`src/rtl/dti_pack.sv`:
```
// Shared constants, state encoding and CONDIS_ACK field layout for the DTI connection responder.
// Every value used by the responder and its outstanding-translation counter is defined here.
package dti_pack;
  localparam int TBU_NUM_WIDTH       = 6;
  localparam int TRANSACTION_MAX_NUM = 16;
  localparam int CUSTOM_DATA_WIDTH   = 80;
  localparam int CUSTOM_KEEP_WIDTH   = 10;
  localparam int OUT_CNT_WIDTH       = $clog2(TRANSACTION_MAX_NUM) + 1;

  localparam logic [3:0] DTI_MSG_CONDIS_ACK = 4'h3;

  localparam int CONDIS_MSG_LSB   = 0;
  localparam int CONDIS_STATE_BIT = 4;
  localparam int CONDIS_TOK_LSB   = 8;
  localparam int CONDIS_TID_LSB   = 16;
  localparam logic [CUSTOM_KEEP_WIDTH-1:0] CONDIS_KEEP = 10'h00f;

  typedef enum logic [2:0] {
    ST_IDLE,
    ST_ACK_CON,
    ST_DENY,
    ST_CONNECTED,
    ST_DRAIN,
    ST_ACK_DIS
  } conn_state_e;

  function automatic logic [7:0] tok_clamp(input logic [7:0] req, input logic [7:0] max_tok);
    return (req > max_tok) ? max_tok : req;
  endfunction
endpackage

```
`src/rtl/dti_cr_tok_cnt.sv`:
```
// Saturating up/down counter of in-flight translations; registered count, combinational flags.
// Increments beyond i_limit and decrements below zero are refused and flagged instead.
module dti_cr_tok_cnt #(
  parameter int CNT_WIDTH = 5
) (
  input  logic                 clk,
  input  logic                 rst_n,
  input  logic                 i_inc_req,
  input  logic                 i_dec_req,
  input  logic [CNT_WIDTH-1:0] i_limit,
  output logic [CNT_WIDTH-1:0] o_count,
  output logic                 o_ovf,
  output logic                 o_udf
);
  logic [CNT_WIDTH-1:0] r_cnt;
  logic                 w_inc;
  logic                 w_dec;

  assign o_ovf   = i_inc_req && (r_cnt >= i_limit);
  assign o_udf   = i_dec_req && (r_cnt == '0);
  assign w_inc   = i_inc_req && !o_ovf;
  assign w_dec   = i_dec_req && !o_udf;
  assign o_count = r_cnt;

  always_ff @(posedge clk or negedge rst_n) begin
    if (!rst_n) begin
      r_cnt <= '0;
    end else if (w_inc && !w_dec) begin
      r_cnt <= r_cnt + 1'b1;
    end else if (w_dec && !w_inc) begin
      r_cnt <= r_cnt - 1'b1;
    end
  end
endmodule

```
`src/rtl/dti_cr_conn_entry.sv`:
```
// Per-TBU connect/disconnect responder: one-beat CONDIS_ACK 1 cycle after con_req or drain end.
// Response beat holds stable under resp_ready=0; illegal requests are ignored and set sticky proto_err.
module dti_cr_conn_entry
  import dti_pack::*;
(
  input  logic                         clk,
  input  logic                         rst_n,
  input  logic                         accept_en,
  input  logic                         con_req,
  input  logic [TBU_NUM_WIDTH-1:0]     con_tid,
  input  logic [7:0]                   con_tok,
  input  logic                         dis_req,
  input  logic                         trans_req,
  input  logic                         trans_resp,
  input  logic                         resp_ready,
  output logic                         resp_valid,
  output logic [CUSTOM_DATA_WIDTH-1:0] resp_data,
  output logic [CUSTOM_KEEP_WIDTH-1:0] resp_keep,
  output logic                         resp_last,
  output logic                         connected,
  output logic                         idle,
  output logic [7:0]                   tok_granted,
  output logic [OUT_CNT_WIDTH-1:0]     outstanding,
  output logic                         proto_err
);
  conn_state_e                r_state;
  conn_state_e                w_state_nxt;
  logic [TBU_NUM_WIDTH-1:0]   r_tid;
  logic [7:0]                 r_tok;
  logic                       r_err;
  logic                       w_latch_tid;
  logic                       w_grant;
  logic                       w_tok_clr;
  logic                       w_ovf;
  logic                       w_udf;
  logic                       w_err;
  logic                       w_resp_vld;
  logic [OUT_CNT_WIDTH-1:0]   w_out;

  always_comb begin
    w_state_nxt = r_state;
    w_latch_tid = 1'b0;
    w_grant     = 1'b0;
    w_tok_clr   = 1'b0;
    case (r_state)
      ST_IDLE: begin
        if (con_req) begin
          w_latch_tid = 1'b1;
          if (accept_en && (con_tok != 8'd0)) begin
            w_grant     = 1'b1;
            w_state_nxt = ST_ACK_CON;
          end else begin
            w_state_nxt = ST_DENY;
          end
        end
      end
      ST_ACK_CON:   if (resp_ready) w_state_nxt = ST_CONNECTED;
      ST_DENY:      if (resp_ready) w_state_nxt = ST_IDLE;
      ST_CONNECTED: if (dis_req) w_state_nxt = ST_DRAIN;
      ST_DRAIN:     if (w_out == '0) w_state_nxt = ST_ACK_DIS;
      ST_ACK_DIS: begin
        if (resp_ready) begin
          w_tok_clr   = 1'b1;
          w_state_nxt = ST_IDLE;
        end
      end
      default:      w_state_nxt = ST_IDLE;
    endcase
  end

  always_ff @(posedge clk or negedge rst_n) begin
    if (!rst_n) begin
      r_state <= ST_IDLE;
      r_tid   <= '0;
      r_tok   <= '0;
      r_err   <= 1'b0;
    end else begin
      r_state <= w_state_nxt;
      if (w_latch_tid) r_tid <= con_tid;
      if (w_grant) r_tok <= tok_clamp(con_tok, 8'(TRANSACTION_MAX_NUM));
      else if (w_tok_clr) r_tok <= '0;
      if (w_err) r_err <= 1'b1;
    end
  end

  // Only CONNECTED may open new translations; responses may still drain afterwards.
  dti_cr_tok_cnt #(
    .CNT_WIDTH (OUT_CNT_WIDTH)
  ) u_tok_cnt (
    .clk       (clk),
    .rst_n     (rst_n),
    .i_inc_req (trans_req && (r_state == ST_CONNECTED)),
    .i_dec_req (trans_resp),
    .i_limit   (OUT_CNT_WIDTH'(r_tok)),
    .o_count   (w_out),
    .o_ovf     (w_ovf),
    .o_udf     (w_udf)
  );

  assign w_err = (trans_req && (r_state != ST_CONNECTED)) || w_ovf || w_udf ||
                 (dis_req && (r_state != ST_CONNECTED)) || (con_req && (r_state != ST_IDLE));

  assign w_resp_vld = (r_state == ST_ACK_CON) || (r_state == ST_DENY) || (r_state == ST_ACK_DIS);

  always_comb begin
    resp_data = '0;
    resp_keep = '0;
    resp_last = 1'b0;
    if (w_resp_vld) begin
      resp_data[CONDIS_MSG_LSB +: 4]   = DTI_MSG_CONDIS_ACK;
      resp_data[CONDIS_STATE_BIT]      = (r_state == ST_ACK_CON);
      if (r_state == ST_ACK_CON) resp_data[CONDIS_TOK_LSB +: 8] = r_tok;
      resp_data[CONDIS_TID_LSB +: TBU_NUM_WIDTH] = r_tid;
      resp_keep = CONDIS_KEEP;
      resp_last = 1'b1;
    end
  end

  assign resp_valid  = w_resp_vld;
  assign connected   = (r_state == ST_CONNECTED);
  assign idle        = (r_state == ST_IDLE);
  assign tok_granted = r_tok;
  assign outstanding = w_out;
  assign proto_err   = r_err;
endmodule

```
`config.mk`:
```
export PLATFORM = sky130hd
export DESIGN_NAME = dti_cr_conn_entry
export DESIGN_NICKNAME = d
export VERILOG_FILES = /design/src/rtl/dti_pack.sv /design/src/rtl/dti_cr_tok_cnt.sv /design/src/rtl/dti_cr_conn_entry.sv
export SDC_FILE = /design/constraint.sdc
export NUM_CORES = 1
export LEC_CHECK = 0
export ABC_AREA = 1
export CAP_MARGIN = 25
export CORE_ASPECT_RATIO = 0.9
export CORE_UTILIZATION = 38
export DETAILED_ROUTE_END_ITERATION = 10
export GPL_ROUTABILITY_DRIVEN = 0
export PLACE_DENSITY = 0.82
export SLEW_MARGIN = 20
export SYNTH_ARGS = -nofsm -noshare
export SYNTH_HDL_FRONTEND = slang
export SYNTH_HIERARCHICAL = 1
export SYNTH_SLANG_ARGS = --single-unit
```
`constraint.sdc`:
```
create_clock -name clk -period 3.1 [get_ports clk]
set_clock_uncertainty 0.05 [all_clocks]
set_input_delay 0.62 -clock clk [delete_from_list [all_inputs] [get_ports clk]]
set_output_delay 0.62 -clock clk [all_outputs]
set_load 0.01 [all_outputs]
```
==> results.json <==
{
  "synthMostInstantiatedCell": "buf_4",
  "die_h_um": 73.1,
  "drive_gt1_share_pct": 4.46,
  "critPathMaxFanout": 9,
  "rows": 25,
  "peakVddDrop_uv": 635,
  "startpoint": "r_state[0]$_DFFE_PN0P_",
  "synth_warnings": 6,
  "syn2layout_area_growth_pct": 19.3,
  "whs_ns": 0.463,
  "yosysSeqAreaShare_pct": 27.0,
  "root_buffer": "clkbuf_8",
  "required_ns": 2.43,
  "stdcell_area_um2": 2550,
  "synth_ff_type": "dfrtp_1",
  "cts_resized": 0,
  "port_buffers": 60,
  "grt_overflow": 0,
  "holdPathStages": 2,
  "synth_common_cells": "76 x buf_4, 62 x nand2_1, 45 x inv_1",
  "drc": 0,
  "wl_um": 4070,
  "drv_cap": 0,
  "power_density_nw_per_um2": 769,
  "fin_cells": 426,
  "top_layer": "met4",
  "hpwl_um": 3340,
  "dr.first_iter.drc_count": 87,
  "fp.dieW_um": 81,
  "htreeDepth": 1,
  "grt_pass1_wl_um": 6480,
  "dp.cells": 422,
  "slew_violations": 0,
  "syn-instance-count": 304,
  "rr_startpoint": "u_tok_cnt/o_count[0]$_DFFE_PN0P_",
  "status": "finished, final reports clean",
  "holdCritPathClass": "flop to flop",
  "start_kind": "flop",
  "hold_buffers": 0,
  "dieArea_um2": 5920,
  "synth_area_leader_cell": "dfrtp_1",
  "grt_antenna_before_repair": 0,
  "antenna_left": 0,
  "final_net_count": 392,
  "leakagePower_uw": 0.00134,
  "synth-seq-cells": 23,
  "crit_type": "flop to output port",
  "route.met3.wl_um": 297,
  "rsz0062_at_grt": "no",
  "cts.clk_slew.worst_paths_ns": 0.08,
  "grt_pass1_vias": 1485,
  "cts_setup_buffers": 0,
  "synth_top_area_share_pct": 27.0,
  "min_to": "proto_err$_DFFE_PN0P_",
  "cp.arrival_ns": 2.08,
  "postPlaceCellArea_um2": 2500,
  "yosys-top-cells-area": "dfrtp_1 27%, buf_4 27%, nand2_1 11%",
  "fmax_ghz": 0.364,
  "wl_per_cell_um": 9.55,
  "grt_usage_pct": 14.0,
  "finalSetupViolCount": 0,
  "initial_utilization_pct": 40.1,
  "drtPass1Iterations": 4,
  "insertion_delay_ns": 0.26,
  "synthArstFlopShare_pct": 100,
  "via_per_inst": 4.03,
  "r2r_slack_ns": 0.57,
  "met1_length_um": 1740,
  "dr_total_vias": 1718,
  "netlist_area_um2": 2130,
  "period_minus_slack_ns": 2.75,
  "end_kind": "output port",
  "cts_max_path_buffers": 2,
  "clock-sinks": 23,
  "fin_crit_sh_pct": 88.6,
  "ios": 130,
  "wl_met2_um": 1990,
  "rr_worst_depth": 13,
  "synth_edf_count": 0,
  "final_core_util_pct": 47.9,
  "finalHoldViolCount": 0,
  "tritoncts": "yes",
  "final.setup.tns_ns": 0,
  "r2r-end": "u_tok_cnt/o_count[4]$_DFFE_PN0P_",
  "diodes": 0,
  "hold_path_startpoint": "proto_err$_DFFE_PN0P_",
  "ys_types": 27,
  "core-area_um2": 5320,
  "grt_start_max_net_pins": 24,
  "avgSynthCellArea_um2": 7.02,
  "cts_buffers": 3
}
[layout make-up]
class	instances	area, um^2
tap	67	83.8
fill	533	2770
sequential	23	576
inverter	48	180
timing repair buffer	61	608
multi-input combinational	223	1050
clock buffer	3	41.3
clock inverter	1	5.00
[worst max-delay path, cell delays in order (launching register included)]
cell             delay [ns]
dfrtp_1                0.46
inv_1                  0.09
nor2_2                 0.16
inv_1                  0.06
nand2_1                0.20
inv_1                  0.16
nor2_1                 0.13
clkdlybuf4s50_1        0.55
[report_power, final]
group	switching [uW]	internal, uW
Clock	95.1	89.6
Sequential	123	402
Combinational	669	581
Total	887	1070
[cell usage in the layout (no fill, tap or decap), types with 2 or more instances in the layout]
| cell type | netlist | final |
|---|---|---|
| nand2_1 | 62 | 62 |
| inv_2 | 3 | 3 |
| o21ai_1 | 2 | 2 |
| dfrtp_1 | 23 | 23 |
| conb_1 | 1 | 69 |
| nor2_4 | 3 | 3 |
| clkdlybuf4s50_1 | 0 | 60 |
| ha_1 | 9 | 9 |
| nor3_1 | 3 | 3 |
| clkbuf_8 | 0 | 3 |
| nand3_1 | 18 | 18 |
| inv_1 | 45 | 45 |
| a21oi_1 | 2 | 2 |
| o21ai_0 | 11 | 11 |
| nor2_1 | 32 | 32 |
[kinds of logic (layout without fill, tap and decap cells)]
family          Yosys count  after routing  synth area share, %
simple gates            125            125                 26.1
buf+inv                 126            113                 35.6
xor+xnor                  1              1                0.410
flops                    23             23                 27.0
compound gates           18             18                 4.51
fa+ha+maj                10             10                 6.21
other cells               1             69                0.176
[registers in the layout, indices dropped and copies added (netlist names)]
signal             cells
r_state                3
r_tid                  6
tok_granted            8
u_tok_cnt/o_count      5
proto_err              1
[worst max-delay path by stage]
stage	end	slack, ns	depth (start not counted)
3_5_place_dp	u_tok_cnt/o_count[4]$_DFFE_PN0P_	0.36	13
2_1_floorplan	u_tok_cnt/o_count[4]$_DFFE_PN0P_	0.81	14
4_1_cts	resp_data[20]	0.30	7
5_1_grt	resp_data[20]	0.1	7
6_report	resp_data[20]	0.35	7
3_3_place_gp	u_tok_cnt/o_count[4]$_DFFE_PN0P_	0.44	13
[layer usage]
metal	vias up	track usage [%]
met2	82	25.4
met1	751	16.9
met5	-	0
met4	0	2.78
li1	881	-
met3	4	2.88
[per-stage QoR]
| stage | worst slack [ns] | total power, uW |
|---|---|---|
| after global routing | 0.0975 | 2150 |
| after floorplan | 0.810 | 1400 |
| after CTS | 0.296 | 1970 |
| after detailed placement | 0.364 | 1780 |
| final | 0.353 | 1960 |
| after global placement | 0.437 | 1740 |
No activity file was read; power rests on OpenSTA's default activity.
